File: config.mk
export PLATFORM = sky130hd
export DESIGN_NAME = ps2_command_tx
export DESIGN_NICKNAME = d
export VERILOG_FILES = /design/src/rtl/ps2_command_tx.sv
export SDC_FILE = /design/constraint.sdc
export NUM_CORES = 1
export LEC_CHECK = 0
export ABC_AREA = 1
export BUFFER_PORTS_ARGS = -buffer_cell sky130_fd_sc_hd__buf_2
export CORE_MARGIN = 4
export CORE_UTILIZATION = 40
export CTS_BUF_LIST = sky130_fd_sc_hd__clkbuf_16
export DETAILED_ROUTE_END_ITERATION = 10
export PLACE_DENSITY = 0.53
export SETUP_SLACK_MARGIN = 0.4
export SLEW_MARGIN = 20
export SYNTH_ARGS = -nofsm -noshare
export SYNTH_HDL_FRONTEND = slang
export SYNTH_SLANG_ARGS = --single-unit
File: constraint.sdc
create_clock -name CLOCK_50 -period 2.85 [get_ports CLOCK_50]
set_clock_uncertainty 0.15 [all_clocks]
set_input_delay 0.57 -clock CLOCK_50 [delete_from_list [all_inputs] [get_ports CLOCK_50]]
set_output_delay 0.57 -clock CLOCK_50 [all_outputs]
set_load 0.02 [all_outputs]
File: src/rtl/ps2_command_tx.sv
// Host-to-device PS/2 command transmitter: inhibit, request-to-send, clock out
// one byte with odd parity on device clock falls, then check the device acknowledge.
module ps2_command_tx #(
    parameter int INHIBIT_CYCLES = 5000,
    parameter int REQ_CYCLES     = 50,
    parameter int START_TIMEOUT  = 750000,
    parameter int XFER_TIMEOUT   = 100000
) (
    input  logic       CLOCK_50,
    input  logic       reset,
    input  logic       send_command,
    input  logic [7:0] command_to_send,
    input  logic       ps2_clk_in,
    input  logic       ps2_dat_in,
    output logic       ps2_clk_oe,
    output logic       ps2_dat_oe,
    output logic       busy,
    output logic       command_was_sent,
    output logic       error_communication_timed_out
);

    localparam logic [19:0] INHIBIT_LOAD = 20'(INHIBIT_CYCLES - 1);
    localparam logic [19:0] REQ_LOAD     = 20'(REQ_CYCLES - 1);
    localparam logic [19:0] START_LOAD   = 20'(START_TIMEOUT - 1);
    localparam logic [19:0] XFER_LOAD    = 20'(XFER_TIMEOUT - 1);

    typedef enum logic [2:0] {
        IDLE,
        INHIBIT,
        REQUEST,
        WAIT_START,
        SEND,
        WAIT_ACK,
        WAIT_IDLE,
        RELEASE
    } state_t;

    // bit 0 = PS2_CLK, bit 1 = PS2_DAT; both idle high, so synchronisers reset to 1
    logic [1:0] pins_raw;
    logic [1:0] pins_sync;
    assign pins_raw = {ps2_dat_in, ps2_clk_in};

    for (genvar gi = 0; gi < 2; gi++) begin : g_sync
        logic meta_reg;
        logic sync_reg;
        always_ff @(posedge CLOCK_50) begin
            if (reset) begin
                meta_reg <= 1'b1;
                sync_reg <= 1'b1;
            end else begin
                meta_reg <= pins_raw[gi];
                sync_reg <= meta_reg;
            end
        end
        assign pins_sync[gi] = sync_reg;
    end

    logic clk_s;
    logic dat_s;
    logic fall;
    assign clk_s = pins_sync[0];
    assign dat_s = pins_sync[1];

    state_t      state_reg, state_next;
    logic [19:0] cnt_reg, cnt_next;
    logic [3:0]  n_reg, n_next;
    logic [7:0]  shift_reg, shift_next;
    logic        parity_reg, parity_next;
    logic        clk_prev_reg;
    logic        clk_oe_reg, clk_oe_next;
    logic        dat_oe_reg, dat_oe_next;
    logic        busy_reg;
    logic        sent_reg, sent_next;
    logic        err_reg, err_next;

    assign fall = clk_prev_reg & ~clk_s;

    always_ff @(posedge CLOCK_50) begin
        if (reset) begin
            state_reg    <= IDLE;
            cnt_reg      <= '0;
            n_reg        <= '0;
            shift_reg    <= '0;
            parity_reg   <= 1'b0;
            clk_prev_reg <= 1'b1;
            clk_oe_reg   <= 1'b0;
            dat_oe_reg   <= 1'b0;
            busy_reg     <= 1'b0;
            sent_reg     <= 1'b0;
            err_reg      <= 1'b0;
        end else begin
            state_reg    <= state_next;
            cnt_reg      <= cnt_next;
            n_reg        <= n_next;
            shift_reg    <= shift_next;
            parity_reg   <= parity_next;
            clk_prev_reg <= clk_s;
            clk_oe_reg   <= clk_oe_next;
            dat_oe_reg   <= dat_oe_next;
            busy_reg     <= (state_next != IDLE);
            sent_reg     <= sent_next;
            err_reg      <= err_next;
        end
    end

    // Outputs are decoded from the next state and registered, so they line up with state_reg.
    always_comb begin
        state_next  = state_reg;
        cnt_next    = cnt_reg;
        n_next      = n_reg;
        shift_next  = shift_reg;
        parity_next = parity_reg;
        clk_oe_next = 1'b0;
        dat_oe_next = 1'b0;
        sent_next   = 1'b0;
        err_next    = 1'b0;

        case (state_reg)
            IDLE: begin
                if (send_command) begin
                    state_next  = INHIBIT;
                    cnt_next    = INHIBIT_LOAD;
                    n_next      = 4'd0;
                    shift_next  = command_to_send;
                    parity_next = ~^command_to_send;
                    clk_oe_next = 1'b1;
                end
            end

            INHIBIT: begin
                clk_oe_next = 1'b1;
                if (cnt_reg == 20'd0) begin
                    state_next  = REQUEST;
                    cnt_next    = REQ_LOAD;
                    dat_oe_next = 1'b1;
                end else begin
                    cnt_next = cnt_reg - 20'd1;
                end
            end

            REQUEST: begin
                clk_oe_next = 1'b1;
                dat_oe_next = 1'b1;
                if (cnt_reg == 20'd0) begin
                    state_next  = WAIT_START;
                    cnt_next    = START_LOAD;
                    clk_oe_next = 1'b0;
                end else begin
                    cnt_next = cnt_reg - 20'd1;
                end
            end

            WAIT_START: begin
                dat_oe_next = 1'b1;
                if (fall) begin
                    state_next  = SEND;
                    cnt_next    = XFER_LOAD;
                    n_next      = 4'd1;
                    dat_oe_next = ~shift_reg[0];
                    shift_next  = {1'b0, shift_reg[7:1]};
                end else if (cnt_reg == 20'd0) begin
                    state_next  = RELEASE;
                    dat_oe_next = 1'b0;
                    err_next    = 1'b1;
                end else begin
                    cnt_next = cnt_reg - 20'd1;
                end
            end

            // The transfer timeout is not reloaded here; it spans SEND through WAIT_IDLE.
            SEND: begin
                dat_oe_next = dat_oe_reg;
                if (cnt_reg == 20'd0) begin
                    state_next  = RELEASE;
                    dat_oe_next = 1'b0;
                    err_next    = 1'b1;
                end else begin
                    cnt_next = cnt_reg - 20'd1;
                    if (fall) begin
                        n_next = n_reg + 4'd1;
                        if (n_reg <= 4'd7) begin
                            dat_oe_next = ~shift_reg[0];
                            shift_next  = {1'b0, shift_reg[7:1]};
                        end else if (n_reg == 4'd8) begin
                            dat_oe_next = ~parity_reg;
                        end else if (n_reg == 4'd9) begin
                            dat_oe_next = 1'b0;
                        end else begin
                            dat_oe_next = 1'b0;
                            state_next  = WAIT_ACK;
                        end
                    end
                end
            end

            WAIT_ACK: begin
                if (cnt_reg == 20'd0) begin
                    state_next = RELEASE;
                    err_next   = 1'b1;
                end else begin
                    cnt_next = cnt_reg - 20'd1;
                    if (fall) begin
                        if (!dat_s) begin
                            state_next = WAIT_IDLE;
                        end else begin
                            state_next = RELEASE;
                            err_next   = 1'b1;
                        end
                    end
                end
            end

            WAIT_IDLE: begin
                if (cnt_reg == 20'd0) begin
                    state_next = RELEASE;
                    err_next   = 1'b1;
                end else begin
                    cnt_next = cnt_reg - 20'd1;
                    if (clk_s && dat_s) begin
                        state_next = IDLE;
                        sent_next  = 1'b1;
                    end
                end
            end

            RELEASE: begin
                state_next = IDLE;
                cnt_next   = 20'd0;
            end

            default: begin
                state_next = IDLE;
            end
        endcase
    end

    assign ps2_clk_oe                    = clk_oe_reg;
    assign ps2_dat_oe                    = dat_oe_reg;
    assign busy                          = busy_reg;
    assign command_was_sent              = sent_reg;
    assign error_communication_timed_out = err_reg;

endmodule

### Word-level counts from Yosys, hierarchy flattened

Index checks and enable logic that the tools add are counted.

* add/subtract/negate cells: 2
* $lt $le $gt $ge: 1
* equal/unequal tests: 15
* mux-type cells: 49
* bitwise logic cells: 5
* reduce and logical (&&, ||, !) cells: 12

Operators by type and width (number)
* $pmux W20 S6: 1
* $mux W20: 5
* $mux W3: 14
* $mux W8: 5
* $pmux W3 S8: 1
* $pmux W8 S3: 1
* $logic_not A20 Y1: 1
* $sub A20 B1 Y20 const B: 1
* $mux W4: 4
* $mux W1: 14
* $eq A3 B3 Y1 const B: 4
* $pmux W4 S3: 1
* $ne A2 B2 Y1 const B: 5
* $eq A4 B4 Y1 const B: 2
* $reduce_xnor A8 Y1: 1
* $eq A3 B2 Y1 const B: 2
* $pmux W1 S3: 2
* $reduce_and A6 Y1: 1
* $reduce_bool A3 Y1: 2
* $reduce_or A3 Y1: 2
* $reduce_and A5 Y1: 1
* $add A4 B1 Y4 const B: 1
* $le A4 B3 Y1 const B: 1
* $not A1 Y1: 4
* 8 further kinds: 8

* register bits: 46
* input port bits: 13

### Depth between registers and ports, before layout

Gate-level depths: netlist of the first run.

* depth after elaboration: 8
* depth in mapped cells: 12
* gate-level depth less buffers: 12

### Worst setup path before layout of the first run

No wires, ideal clock.

* path kind: reg2reg
* from: reg cnt_reg[0]
* to: reg cnt_reg[0]
* setup time: 117 ps
* arrival time: 1519 ps
* data required time: 2583 ps
* setup slack: 1064 ps
* stages on the path, launching flop included: 11
* buffers on the path: 0
* path through: dfxtp_1 > inv_1 > ha_1 > nand2_1 > nor3_1 > nand3_1 > ha_1 > nand2_1 > nand2_1 > o221ai_1 > inv_1

* word-level cells in the longest chain between the ends: 4
* elaborated cells on any way between the ends: 7
* those cells by class: 1 x add/sub; 5 x mux; 1 x reduce/logical

Ends and longest elaborated chain
* start: declaration: line 65 `logic [19:0] cnt_reg, cnt_next;`
* start signal: assignment: line 93 `cnt_reg <= cnt_next;`
* $sub A20 B1 Y20 or $logic_not A20 Y1 (tied branches)
* $mux W20
* $mux W20: line 155 `if (fall) begin`
* $pmux W20 S6 *: line 118 `case (state_reg)`

Mark *: on every way between the ends. The rest lies on a longest branch, timed or not.
A chain may end at the register's enable or synchronous reset.

### Worst setup path in the final report of the first run

* from: reg cnt_reg[8]
* to: reg shift_reg[0]

* word-level cells in the longest chain between the ends: 3

Ends and longest elaborated chain
* $logic_not A20 Y1: line 173 `if (cnt_reg == 20'd0) begin`
* $ne A2 B2 Y1 (no line)
* $reduce_and A6 Y1 (no line)
* end signal: assignment: line 95 `shift_reg <= shift_next;`
* end: declaration: line 67 `logic [7:0] shift_reg, shift_next;`

No other way between the ends.

==> results of run 1 <==
==> worst max-delay path: cells and delay by family (launching register included) <==
family	cells	cell delay, ns
buffers and inverters	1	0.20
DFF	1	0.35
and+or+nand+nor	9	1.38
==> stage by stage <==
step	cells	setup WS (ns)	hold slack [ns]	total power [W]	utilization, %
after floorplan	457	1.064	0.2395	0.001056	-
after global placement	566	0.6976	0.2419	0.001176	44.92
after detailed placement	566	0.6733	0.2524	0.001173	44.92
after CTS	572	0.6535	0.2667	0.001719	46.77
after global routing	572	0.4325	0.2800	0.001818	46.77
final	572	0.6601	0.2631	0.001703	46.77
==> routing by layer <==
| layer | global-route usage, % | wire, µm | up-vias |
|---|---|---|---|
| met5 | 0 | 0 | - |
| met4 | 5.861 | 151 | 0 |
| met3 | 2.896 | 373 | 13 |
| met2 | 31.39 | 3604 | 79 |
| met1 | 26.20 | 3749 | 1303 |
| li1 | - | - | 1495 |
==> logic make-up after synthesis <==
logic type / after synthesis
AO/OA/AOI/OAI: 63
XOR/XNOR: 18
adder cells (fa/ha/maj): 6
buffers and inverters: 71
flip-flops: 46
multiplexers: 7
AND/OR/NAND/NOR: 246
==> layout make-up <==
| class | instances | area, µm² |
|---|---|---|
| inverter | 64 | 240.2 |
| fill | 728 | 3696 |
| timing repair buffer | 20 | 107.6 |
| clock inverter | 1 | 3.754 |
| clock buffer | 5 | 125.1 |
| sequential | 46 | 920.9 |
| tap | 96 | 120.1 |
| multi-input combinational | 340 | 1730 |
==> cells in the final DEF, fill, tap and decap left out, types with 7 or more instances in the layout <==
cell type	n
nand2_1	124
nor2_1	60
xnor2_1	7
o21ai_0	22
xor2_1	11
buf_2	17
mux2_2	7
nand4_1	8
inv_1	58
nand3_1	25
nor3_1	8
a21oi_1	26
dfxtp_1	46
==> where the power goes <==
part	internal [W]	switching [W]	total (W)	leakage [nW]
clock	0.000312	0.000229	0.000542	0.0632
combinational	0.000150	0.000290	0.000441	1.21
sequential	0.000687	0.0000340	0.000721	0.378
total	0.00115	0.000554	0.00170	1.65
==> worst paths after layout <==
kind	end	slack, ns	depth (start not counted)
worst max-delay path	shift_reg[0]$_SDFFE_PP0P_	0.66	10
worst min-delay path	clk_s$_SDFF_PP1_	0.26	1
worst max register to register	shift_reg[0]$_SDFFE_PP0P_	0.66	10
worst min register to register	clk_s$_SDFF_PP1_	0.26	1
==> summary.md, run 1 <==
| Metric | Value |
|---|---|
| Mapped Cells | `457` |
| HP Start | `g_sync[0].meta_reg$_SDFF_PP1_` |
| Post_cts resized | `0` |
| Period utilization | `76.84%` |
| Critical-path top delay cell | `dfxtp_1` |
| Die width | `slightly above 90 µm` |
| Crit Path Max Fanout | `15` |
| Largest stage delay, worst path | `0.35 ns` |
| Synth Area per Inst | `6.401 µm²` |
| Area Growth Syn to Fin | `11.04%` |
| Initial antenna violation count | `0` |
| Routed Antenna Nets | `0` |
| Worst Setup End Kind | `flop` |
| Sequential cell area fraction in the yosys report | `31.48%` |
| Period minus WS final | `~2.2 ns` |
| Ys async rst share | `0%` |
| Synth top cells by count | `nand2_1, nor2_1, inv_1` |
| Crit start category | `flop` |
| Net count reported at finish | `~500` |
| Vias | `slightly below 3000` |
| Num CTS Buffers | `5` |
| Postcts setup bufs | `0` |
| Row count | `30` |
| Status | `finished clean` |
| Seq cells post-synth | `46` |
| Worst path most repeated cell | `nand2_1` |
| Hold-fix buffers at CTS | `0` |
| Crit path required time | `roughly 2.9 ns` |
| Worst-Skew Late Latency | `0.28 ns` |
| Max reg flops | `20` |
| Mux cell area share after synthesis | `2.695%` |
| GPL Wtd Cong | `0.8871` |
| Xor and xnor area share after synthesis | `roughly 5.4%` |
| Syn Std Cell Area | `between 2000 and 3000 µm²` |
| Largest family of logic cells by synthesized area | `simple AND/OR/NAND/NOR gates` |
| Largest net degree at the start of global routing | `21` |
| Adder-cell share of the synthesized area | `2.566%` |
| Hold Crit Class | `reg -> reg` |
| Fmax | `roughly 460 MHz` |
| Ports | `18` |
| DRC viols | `0` |
| Root Driver | `clkbuf_16` |
| Pwr/cell area | `~520 nW/µm²` |
| DRT Wirelength | `slightly below 8000 µm` |
| Die ar. | `approximately 9000 µm²` |
| Vias per cell | `~5.1` |
| Die span in y | `about 94 µm` |
| Most common cell in the netlist | `nand2_1` |
| Max_cap viols | `0` |
| CTS tree | `yes` |
| Rel. slew slack | `between 50% and 60%` |
| GR Overflow Total | `0` |
| Synth area leader | `dfxtp_1` |
| Leakage | `approximately 1.6 nW` |
| Synth top area cells | `dfxtp_1, nand2_1, nor2_1, inv_1, a21oi_1` |
| DRT iter0 DRCs | `between 200 and 250` |
| Share of cells above drive strength 1 | `between 10 and 15%` |
| Hold Vio Cnt, Final | `0` |
| Clock Sinks | `46` |
| Worst reg2reg startpoint | `cnt_reg[8]$_SDFFE_PP0P_` |
| Antenna Cells | `0` |
| Dominant synthesized flop cell | `dfxtp_1` |
| Synth top area share | `between 30% and 40%` |
| Yosys Warn Count | `0` |
| CP startpoint | `cnt_reg[8]$_SDFFE_PP0P_` |
| RSZ-0062 raised after global routing | `no` |
| Worst Max-Slew Pin Slew | `~0.68 ns` |
| EDFF count, synth | `0` |
| Vias in the first global route | `~2700` |
| Synth Area in Compound Gates | `a little under an eighth` |
| Total track usage | `about 19%` |
| Clock transition at path regs | `0.06 ns` |
| Critical Path AT | `about 2.2 ns` |
| Average routed wire per standard cell | `~14 µm` |
| Core ar. | `slightly below 7000 µm²` |
| IO buf count | `17` |
| Initial Utilization | `a little over two fifths` |
| Hpwl dp | `just over 6000 µm` |
| Crit path cell chain | `nor2_1 > nand2_1 > nor2_2 > nand3_2 > inv_1 > nand2_1 > nand3_2 > nand2_1 > nand2_1 > nor2_1` |
| Synth unique cells | `36` |
| DRT Pass-1 Iters | `6` |
| Crit Path Class | `reg -> reg` |
| Post-synthesis simple-gate area fraction | `36.83%` |
| CTS max path bufs | `2` |
| Peak VDD IR | `between 0.0003 and 0.0004 V` |
| Mapped Nets | `about 480` |
| DP Area | `~3100 µm²` |
| Design Area, Final | `about 3200 µm²` |
| CTS H-tree depth | `2` |
| Final setup viols | `0` |
| Max Slew Vio Count | `0` |
| First-pass GRT wire length | `roughly 14000 µm` |
| Setup TNS | `0 ns` |
No activity file was read; power rests on OpenSTA's default activity.
==> run 2: changes to the inputs <==
--- a/config.mk
+++ b/config.mk
@@ -5,7 +5,7 @@
 export SDC_FILE = /design/constraint.sdc
 export NUM_CORES = 1
 export LEC_CHECK = 0
-export ABC_AREA = 1
+export ABC_AREA = 0
 export BUFFER_PORTS_ARGS = -buffer_cell sky130_fd_sc_hd__buf_2
 export CORE_MARGIN = 4
 export CORE_UTILIZATION = 40
==> constraint.sdc (replaced) <==
create_clock -name CLOCK_50 -period 2.1 [get_ports CLOCK_50]
set_clock_uncertainty 0.15 [all_clocks]
set_input_delay 0.42 -clock CLOCK_50 [delete_from_list [all_inputs] [get_ports CLOCK_50]]
set_output_delay 0.42 -clock CLOCK_50 [all_outputs]
set_load 0.02 [all_outputs]
==> summary.md, run 2 <==
| Metric | Value |
|---|---|
| Worst reg2reg startpoint | `cnt_reg[12]$_SDFFE_PP0P_` |
| Total track usage | `between 20% and 30%` |
| GPL Wtd Cong | `approximately 0.96` |
| DRT Pass-1 Iters | `5` |
| Die span in y | `between 90 and 100 µm` |
| Status | `finished, violations left` |
| Critical-path top delay cell | `or4_4` |
| Period minus WS final | `around 2.2 ns` |
| Most frequent cells in the layout | `buf_4, dfxtp_1, buf_6` |
| Vias in the first global route | `around 3500` |
| Period utilization | `105.9%` |
| Num CTS Buffers | `5` |
| Top Layer Used | `met4` |
| Largest net degree at the start of global routing | `30` |
| Clock Sinks | `46` |
| Crit start category | `flop` |
| Cells after DPL | `around 560` |
| Worst Max-Slew Pin Slew | `around 0.52 ns` |
| R2r setup slk | `-0.12 ns` |
| Synth top area cells | `dfxtp_1, o21ai_0, mux2i_1, o211ai_1, xnor2_1` |
| Vias | `3522` |
| Worst reg2reg path depth | `7` |
| Yosys Warn Count | `0` |
| Clock transition at path regs | `0.07 ns` |
| Worst Setup End Kind | `flop` |
| R2R Path End | `cnt_reg[6]$_SDFFE_PP0P_` |
| Seq cells post-synth | `46` |
| CTS tree | `yes` |
| Worst Hold End | `g_sync[0].meta_reg$_SDFF_PP1_` |
| Met3 routed WL | `around 620 µm` |
| Max_cap viols | `0` |
| Pwr/cell area | `757.2 nW/µm²` |
| Hold Crit Class | `in -> reg` |
| Rel. slew slack | `64.70%` |
| Mapped Nets | `slightly below 400` |
| Syn Std Cell Area | `~3000 µm²` |
| Worst setup margin | `-0.1232 ns` |
| DRC viols | `0` |
| Vias per cell | `5.969` |
| Synth Area per Inst | `~8.1 µm²` |
| Initial Utilization | `41.53%` |
| Failing checks | `setup timing` |
| Crit path cell chain | `or4_4 > nor4_4 > buf_6 > o211ai_1 > buf_4 > nand4_1 > mux2i_1` |
| Commonest non-fill, non-tap cell in the layout | `buf_4` |
| Hold slack | `about 0.16 ns` |
| Largest stage delay, worst path | `between 0.5 and 0.6 ns` |
| Crit path required time | `2.13 ns` |
| Row count | `31` |
| Hold-critical path depth | `2` |
| Synth area leader | `dfxtp_1` |
| Peak VDD IR | `0.0004582 V` |
| Leakage | `a little under 2 nW` |
| Hold Vio Cnt, Final | `0` |
| EDFF count, synth | `0` |
| Layout Cells excl Fill | `about 600` |
| Ys async rst share | `0%` |
| DRT iter0 DRCs | `~200` |
| Ports | `18` |
| Max Slew Vio Count | `0` |
| Core ar. | `7331 µm²` |
| Met1 WL | `4932 µm` |
| Area Growth Syn to Fin | `63.09%` |
| Routed Antenna Nets | `0` |
| Die width | `about 95 µm` |
| Synth top area share | `30.25%` |
| Share of cells above drive strength 1 | `approximately half` |
| Sequential cell area fraction in the yosys report | `between 30 and 40%` |
| Fmax | `449.8 MHz` |
| Hpwl dp | `between 7000 and 8000 µm` |
| CTS H-tree depth | `2` |
| HP Start | `ps2_clk_in` |
| Critical Path AT | `2.26 ns` |
| Mapped Cells | `374` |
| DRT Wirelength | `11220 µm` |
| CTS max path bufs | `2` |
| Root Driver | `clkbuf_16` |
| Met2 WL post-DR | `5281 µm` |
| Net count reported at finish | `509` |
| Antenna Cells | `0` |
| Die ar. | `around 9100 µm²` |
| GR Overflow Total | `0` |
| Hold-fix buffers at CTS | `0` |
| Crit Path Max Fanout | `7` |
| Worst-Skew Late Latency | `a little under 0.3 ns` |
| RSZ-0062 raised after global routing | `yes` |
| Final setup viols | `24` |
| Average routed wire per standard cell | `around 19 µm` |
| Max reg flops | `20` |
| Synth top cells by count | `dfxtp_1, o21ai_0, nor2_1` |
| Synth unique cells | `64` |
| Dominant synthesized flop cell | `dfxtp_1` |
| IO buf count | `17` |
| Crit Path Class | `reg -> reg` |
| Layout fillers | `slightly below 600` |
| Initial antenna violation count | `0` |
| Most common cell in the netlist | `dfxtp_1` |
| First-pass GRT wire length | `18340 µm` |
==> run 2: cell types whose count changed after synthesis, sizes merged, moves of 11 or more <==
cell,change
clkbuf,+12
inv,-53
mux2i,+11
nand2,-108
nand3,-17
nor2,-43
o211ai,+11
==> run 2: where the power goes <==
group | switching, W | internal (W)
Clock | 0.000370 | 0.000442
Sequential | 0.0000666 | 0.000952
Combinational | 0.000952 | 0.000977
==> run 2: cells by family after synthesis <==
group	after synthesis	synth area share (%)
AOI/OAI and AO/OA	129	30.33
xor gates and xnor gates	15	4.316
adders and majority gates	6	2.466
buffers and inverters	40	5.795
DFF	46	30.25
muxes	11	3.617
and+or+nand+nor	127	23.22
==> run 2: worst max path at each step <==
stage / to / start / cells past startpoint
3_5_place_dp: busy$_SDFF_PP0_ / cnt_reg[12]$_SDFFE_PP0P_ / 5
5_1_grt: cnt_reg[6]$_SDFFE_PP0P_ / cnt_reg[12]$_SDFFE_PP0P_ / 7
2_1_floorplan: cnt_reg[6]$_SDFFE_PP0P_ / cnt_reg[0]$_SDFFE_PP0P_ / 8
6_report: cnt_reg[6]$_SDFFE_PP0P_ / cnt_reg[12]$_SDFFE_PP0P_ / 7
4_1_cts: busy$_SDFF_PP0_ / cnt_reg[5]$_SDFFE_PP0P_ / 5
3_3_place_gp: cnt_reg[8]$_SDFFE_PP0P_ / cnt_reg[17]$_SDFFE_PP0P_ / 7
==> run 2: repair_timing <==
action | in CTS | in global routing
gates resized for setup | 94 | 42
pin swaps | 49 | 32
buffers inserted | 13 | 10
setup endpoints to repair | 40 | 41
gates cloned | 1 | 0
==> run 2: metrics by stage <==
stage	setup WS, ns	setup TNS [ns]	utilization (%)	total power, W	instance area [µm²]
after floorplan	-0.03692	-0.1114	-	0.001793	3219
after global routing	-0.2286	-3.968	67.72	0.003958	4965
after CTS	-0.1082	-1.153	64.12	0.003542	4701
after global placement	-0.1670	-1.584	54.82	0.002353	4019
after detailed placement	-0.1473	-1.917	54.82	0.002352	4019
final	-0.1232	-1.612	67.72	0.003759	4965
==> run 2: area by class of cell <==
| class | instances | area, µm² | share of cell area, % |
|---|---|---|---|
| Multi-Input combinational cell | 288 | 2555 | 51.46 |
| Timing Repair Buffer | 138 | 1164 | 23.44 |
| Sequential cell | 46 | 928.4 | 18.70 |
| Clock buffer | 5 | 125.1 | 2.520 |
| Tap cell | 99 | 123.9 | 2.495 |
| Inverter | 11 | 47.55 | 0.9577 |
| Clock inverter | 3 | 21.27 | 0.4284 |
==> run 2: worst max-delay path, delay by kind of cell, from the launching register on <==
| kind | cells | cell delay (ns) |
|---|---|---|
| multiplexers | 1 | 0.06 |
| buffers and inverters | 2 | 0.41 |
| AO/OA/AOI/OAI | 1 | 0.20 |
| AND/OR/NAND/NOR | 3 | 0.93 |
| flip-flops | 1 | 0.35 |
==> run 2: layer usage <==
layer  up-vias  GRT usage (%)
met2       118          40.52
met4         0          10.22
met1      1701          35.17
met5         -              0
met3        31          6.630
li1       1672              -
